[src/rtl/cla_pg_stage.sv]
// cla_pg_stage: propagate/generate front end of a carry-lookahead adder.
// Each accepted operand pair is reduced to per-bit propagate (a^b) and
// generate (a&b), stored with its carry-in in a 2-entry FIFO, and the head
// entry is presented to the carry generator together with its group
// propagate and group generate terms.
// Optional feature: define CLA_PG_STALL_CNT_EN to add a 16-bit saturating
// stall counter output (cycles with out_valid=1 and out_ready=0).
`timescale 1ns/1ps

module cla_pg_stage #(
   parameter int WIDTH = 8
) (
   input  logic             clk,
   input  logic             rst_n,
   input  logic             in_valid,
   output logic             in_ready,
   input  logic [WIDTH-1:0] a,
   input  logic [WIDTH-1:0] b,
   input  logic             cin,
   output logic             out_valid,
   input  logic             out_ready,
   output logic [WIDTH-1:0] p,
   output logic [WIDTH-1:0] g,
   output logic             c0,
   output logic             gp,
   output logic             gg
`ifdef CLA_PG_STALL_CNT_EN
   ,
   output logic [15:0]      stall_cnt
`endif
);

   typedef enum logic [1:0] {
      EMPTY = 2'd0,
      ONE   = 2'd1,
      FULL  = 2'd2
   } state_t;

   state_t           state;
   state_t           state_next;
   logic             armed;
   logic             push;
   logic             pop;
   logic [WIDTH-1:0] p_new;
   logic [WIDTH-1:0] g_new;

   // Slot 0 is always the head; slot 1 holds the second-oldest entry.
   logic [WIDTH-1:0] p_mem [2];
   logic [WIDTH-1:0] g_mem [2];
   logic             c_mem [2];

   logic             gg_head;

   // armed keeps in_ready low until the first edge after reset release,
   // so that edge can never accept a transfer.
   assign in_ready  = armed && (state != FULL);
   assign out_valid = (state != EMPTY);
   assign push      = in_valid && in_ready;
   assign pop       = out_valid && out_ready;
   assign p_new     = a ^ b;
   assign g_new     = a & b;

   // Occupancy transitions: push advances, pop retreats, both together hold.
   always_comb begin
      state_next = state;
      case (state)
         EMPTY: begin
            if (push) state_next = ONE;
         end
         ONE: begin
            if (push && !pop)      state_next = FULL;
            else if (pop && !push) state_next = EMPTY;
         end
         FULL: begin
            if (pop) state_next = ONE;
         end
         default: state_next = EMPTY;
      endcase
   end

   // Occupancy state register.
   always_ff @(posedge clk or negedge rst_n) begin
      if (!rst_n) state <= EMPTY;
      else        state <= state_next;
   end

   // Arms the input side one edge after reset deasserts.
   always_ff @(posedge clk or negedge rst_n) begin
      if (!rst_n) armed <= 1'b0;
      else        armed <= 1'b1;
   end

   // FIFO storage: pops shift slot 1 into the head, pushes land in the first free slot.
   always_ff @(posedge clk or negedge rst_n) begin
      if (!rst_n) begin
         for (int i = 0; i < 2; i++) begin
            p_mem[i] <= '0;
            g_mem[i] <= '0;
            c_mem[i] <= 1'b0;
         end
      end else begin
         if (pop && state == FULL) begin
            p_mem[0] <= p_mem[1];
            g_mem[0] <= g_mem[1];
            c_mem[0] <= c_mem[1];
         end
         if (push) begin
            if (state == EMPTY || (state == ONE && pop)) begin
               p_mem[0] <= p_new;
               g_mem[0] <= g_new;
               c_mem[0] <= cin;
            end else if (state == ONE) begin
               p_mem[1] <= p_new;
               g_mem[1] <= g_new;
               c_mem[1] <= cin;
            end
         end
      end
   end

   // Group generate of the head: ripple the generate term from bit 0 upward.
   always_comb begin
      gg_head = g_mem[0][0];
      for (int i = 1; i < WIDTH; i++) begin
         gg_head = g_mem[0][i] | (p_mem[0][i] & gg_head);
      end
   end

   assign p  = out_valid ? p_mem[0] : '0;
   assign g  = out_valid ? g_mem[0] : '0;
   assign c0 = out_valid ? c_mem[0] : 1'b0;
   assign gp = out_valid ? (&p_mem[0]) : 1'b0;
   assign gg = out_valid ? gg_head : 1'b0;

`ifdef CLA_PG_STALL_CNT_EN
   // Counts cycles where the head is offered but not taken, saturating at all ones.
   always_ff @(posedge clk or negedge rst_n) begin
      if (!rst_n) begin
         stall_cnt <= 16'd0;
      end else if (out_valid && !out_ready && stall_cnt != 16'hFFFF) begin
         stall_cnt <= stall_cnt + 16'd1;
      end
   end
`endif

endmodule

[config.mk]
export PLATFORM = sky130hd
export DESIGN_NAME = cla_pg_stage
export DESIGN_NICKNAME = d
export VERILOG_FILES = /design/src/rtl/cla_pg_stage.sv
export SDC_FILE = /design/constraint.sdc
export NUM_CORES = 1
export LEC_CHECK = 0
export ABC_CLOCK_PERIOD_IN_PS = 5000
export CAP_MARGIN = 20
export CORE_MARGIN = 1.5
export CORE_UTILIZATION = 60
export CTS_BUF_LIST = sky130_fd_sc_hd__clkbuf_16
export CTS_CLUSTER_DIAMETER = 200
export DETAILED_ROUTE_END_ITERATION = 6
export DONT_BUFFER_PORTS = 1
export MAX_ROUTING_LAYER = met4
export PLACE_DENSITY = 0.8
export SLEW_MARGIN = 20
export SYNTH_ARGS = -nofsm -noshare
export SYNTH_HDL_FRONTEND = slang
export SYNTH_SLANG_ARGS = --single-unit
[constraint.sdc]
create_clock -name clk -period 5 [get_ports clk]
set_input_delay 1.25 -clock clk [delete_from_list [all_inputs] [get_ports clk]]
set_output_delay 1.25 -clock clk [all_outputs]
set_load 0.1 [all_outputs]
* Word-level counts from Yosys, hierarchy flattened
Cells that the tools add are included.
** Cells by class
- Mux-type cells :: 25
- Reduce and logical (&&, ||, !) cells :: 15
- Bitwise gates (word level) :: 17
- Equal/unequal tests :: 6
** Operators by type and width (count)
- 2-to-1 mux 8 bit :: 10
- 2-to-1 mux 16 bit :: 2
- 2-to-1 mux 2 bit :: 5
- bitwise AND 8 bit :: 1
- AND reduction 8 bit :: 1
- XOR 8 bit :: 1
- bitwise AND 1 bit :: 7
- logical AND 1 bit :: 7
- 2-to-1 mux 1 bit :: 7
- bitwise OR 1 bit :: 7
- inequality test 2 bit (second input constant) :: 3
- case mux 2 bit (3 select lines) :: 1
- AND reduction 3 bit :: 2
- inequality test 3 bit (second input constant) :: 1
- == test 2 x 1 -> 1 bit (second input constant) :: 1
- == test 2 bit (second input constant) :: 1
- zero test 1 bit :: 2
- zero test 2 bit :: 1
- nonzero test 2 bit :: 1
- logical OR 1 bit :: 1
- NOT 1 bit :: 1
** Word-level totals
- Word-level logic and storage cells :: 71
- Bits of input ports :: 21
- Output and inout bits :: 21
- Bits in registers :: 37

* Logic depth before layout (Yosys ltp)
- Word-level depth :: 15
- Depth in mapped cells :: 8

* Least setup slack after synthesis
Ideal clock, no wire load.
- Path type :: register to output
- From :: reg state[1]
- To :: out gg
- Data arrival time :: 3.209 ns
- Stages on the path, launching flop included :: 6
- Slack :: 0.541 ns
- Required time :: 3.750 ns
- Buffers on the path :: 1
- Path through :: dfrtp_1 -> nor2_1 -> inv_1 -> clkbuf_1 -> nand3_1 -> o32ai_1
** Between the ends
- Cells in the longest elaborated chain, start to end :: 2
** Ends and longest elaborated chain
- from (decl) :: line 39 : state_t state;
- from (signal assigned) :: line 84 : else state <= state_next;
- nonzero test 2 bit :: line 57 : assign out_valid = (state != EMPTY);
- 2-to-1 mux 1 bit :: line 133 : assign gg = out_valid ? gg_head : 1'b0;
- to (decl) :: line 26 : output logic gg
Every way passes these cells.

* Final worst setup path
Same ends and word-level chain as after synthesis.

==> impl_summary.md <==
STA
The setup clock skew after layout is 2.04 ps. The number of pins with negative max-slew slack in the final report is 0. The slack of the critical path is 1420 ps. The actual transition at the worst max-transition pin is just under 1000 ps. The setup TNS is 0 ps. The number of endpoints with negative hold slack in the final report is 0. Counting I/O delays and the setup requirement, the final critical path takes between 3000 and 4000 ps. Static timing analysis puts the maximum clock frequency at 279 MHz. Setup violations remaining at the end of the flow were counted as 0. Setup repair after global routing left no endpoint under its margin.

The final worst-path cycle share is 0.717. The tightest slew margin relative to the limit is 0.350.

Cells and area
The post-layout instance area is 2170 sq um. The fill cell total of the finished layout is 226. In the final layout, the share of cells above drive strength 1 is 0.413. Across the whole layout, storage elements account for 926 sq um. The area growth from synthesis to layout is 10.8%. Leaving out fill and tap cells, the most frequent cells in the layout are mux2_2, dfrtp_1, and2_1. The final instance count without filler cells is between 150 and 200.

The leading cell type in the layout, fill and taps excluded is mux2_2. After the last flow step, the layout net total stands at 184. The final antenna diode count is 0.

The area taken by multi-input logic gates is 992 sq um.

Worst setup path
The critical path contains buffers and inverters numbering 3 combined. The worst setup path is of the flip-flop to output pin kind. By instance count, the cell type seen most on the critical path is buf_4. The beginning of the worst register-to-register path is state[1]. Walking the worst path, the cells encountered are nor2_1 > inv_1 > buf_4 > nand3_1 > o32ai_4 > buf_4. STA classifies the critical path startpoint as a flip-flop. At the worst endpoint, the arrival time is 2330 ps.

The required time of the worst setup path is 3750 ps. The largest stage delay on the critical path is 450 ps. The maximum fanout encountered on the critical timing path is 11. The number of cells on the worst reg-to-reg path is 6. The setup slack on the worst flop-to-flop path is 2900 ps. The standard cell with the maximum stage delay on the critical path is dfrtp_1. The capture instance of the worst register-to-register path is state[1]. The element type at the critical path end is an output pin. On the critical path the largest part of the delay comes from buffers and inverters.

Yosys
The number of standard cells after synthesis is 149. The count of distinct cell types in the synthesized netlist is 26. The number of synthesis warnings is 0.

Counting flops and latches in the post-synthesis netlist gives 37. The top-area cell type share of the netlist area is 0.473. The number of nets in the synthesized netlist is 179. The post-synthesis cell type with the largest combined area is dfrtp_1. Of the synthesized area, sequential elements account for 0.473.

Sorting the synthesized cells by area gives the leading types as dfrtp_1, mux2_2, and2_1. The average instance in the mapped netlist occupies approximately 13 sq um. The cell area after technology mapping is 1960 sq um.

Global route
The number of global-route vias before repair was 1259. The wire length of the first global-routing pass is 5860 um. The global-route total usage across every layer is 0.232. The pin count of the biggest net entering global routing is 38. The overall overflow remaining after global route is 0. The initial antenna violation count is 0.

Clock network
Hold repair after CTS inserted 0 buffers. The number of gates given a new drive strength after cts is 0. The clock-pin slew of the registers on the worst-case setup and hold paths is about 50 ps. The TritonCTS clock tree is built. The later pin in the worst-skew pair is clocked with a latency of between 200 and 300 ps.

The cell sitting at the root of the clock tree is a clkbuf_16. The number of post-CTS setup repair buffers is 0. CTS built an H-tree with a depth of 2. The number of CTS-inserted buffers is 5. The maximum buffer depth of the clock tree is 2.

The clock sink count is 37.

Detailed routing
The average wire length per cell after detail routing is between 15 and 20 um. Using the TritonRoute via totals, the vias-per-cell ratio works out to just under 6. The first detailed-routing pass ran for 4 iterations. The total wirelength of the detailed-routed design is 3550 um.

The number of nets with antenna violations after detailed routing is 0. The count of routing violations after the opening detailed-route iteration is 34. The vias after detailed routing is 1163. The DRC violations left is 0.

Floorplan
The initialized floorplan defines 20 standard-cell rows. The x dimension of the die is 60.1 um. The die covers around 3600 sq um. For this design the top-level I/O count stands at 42. The placeable core region is 3080 sq um. The die height is 60.1 um. For this configuration, the core starts out at a cell density of 0.636.

Place
After detailed placement, the total cell area comes to ~2000 sq um. Summed over all nets, the half-perimeter wirelength after detailed placement is between 2000 and 3000 um. The placer congestion estimate is 0.840.

After detailed placement, the design holds a cell count of ~190. The count of input and output buffers is 0. The post-place setup slack is 1720 ps.

Worst hold path
Counting instances, the worst hold path has a depth of 1. The class of the tightest hold or removal check is flip-flop to flip-flop. In this run the most critical hold path is launched from p_mem[5]. The hold path endpoint is p_mem[5].

Run
The number of maximum-capacitance violations is 0.

Status
The flow ran to the end, and the final reports show no timing, DRC or antenna violations.
[area by class of cell]
| class | count | area share |
|---|---|---|
| clock inverters | 3 | 0.00577 |
| flip-flops and latches | 37 | 0.427 |
| well taps | 44 | 0.0254 |
| repair buffers | 4 | 0.0219 |
| clock buffers | 5 | 0.0577 |
| multi-input cells | 103 | 0.457 |
| inverters | 3 | 0.00519 |
[per-stage QoR]
stage               utilization  hold slack, ps
detailed placement        0.660             492
CTS                       0.705             505
global route              0.705             522
global placement          0.660             483
finish                    0.705             502
floorplan                     -             473
[flip-flops by register name, indices dropped and copies added (netlist names)]
register and flops:
armed 1, c_mem 2, g_mem 16, p_mem 16, state 2
[routing by layer]
layer	vias to the layer above	track usage	routed length [um]	share of wire
met5	-	-	0	0
met4	0	0.102	33	0.0093
met3	4	0.0498	195	0.055
met2	31	0.362	1740	0.49
met1	589	0.291	1580	0.44
li1	539	-	-	-
[synth_stat cells]
cell type	count
a2111oi_0	1
a211o_1	1
a21oi_1	2
and2_1	18
buf_6	4
clkbuf_1	2
conb_1	1
dfrtp_1	37
ha_1	9
inv_1	3
mux2_1	1
mux2_2	49
mux2_4	1
nand2_1	4
nand2b_1	1
nand3_1	1
nand3b_4	1
nand4_1	1
nor2_1	2
nor2b_1	1
nor3_1	1
nor3_2	1
o21a_1	3
o21ai_0	1
o32ai_1	2
or2b_1	1
[worst max path at each step]
stage | start | to | slack (ps) | cells past startpoint
2_1_floorplan | state[1] | gg | 540 | 5
3_3_place_gp | state[1] | gg | 1810 | 6
3_5_place_dp | state[1] | gg | 1720 | 6
4_1_cts | state[1] | gg | 1420 | 6
5_1_grt | state[1] | gg | 1310 | 6
6_report | state[1] | gg | 1420 | 6
[cell families after synthesis]
kind of cell	Yosys count	synth area share
flip-flops	37	0.473
AND/OR/NAND/NOR	32	0.103
other	1	0.00192
multiplexers	51	0.295
adder cells (fa/ha/maj)	9	0.0575
AO/OA/AOI/OAI	10	0.0371
buffers and inverters	9	0.0326
Power is left out: the tool's default activity adds up to more than one toggle a clock period on the data nets, which glitch-free logic cannot reach.
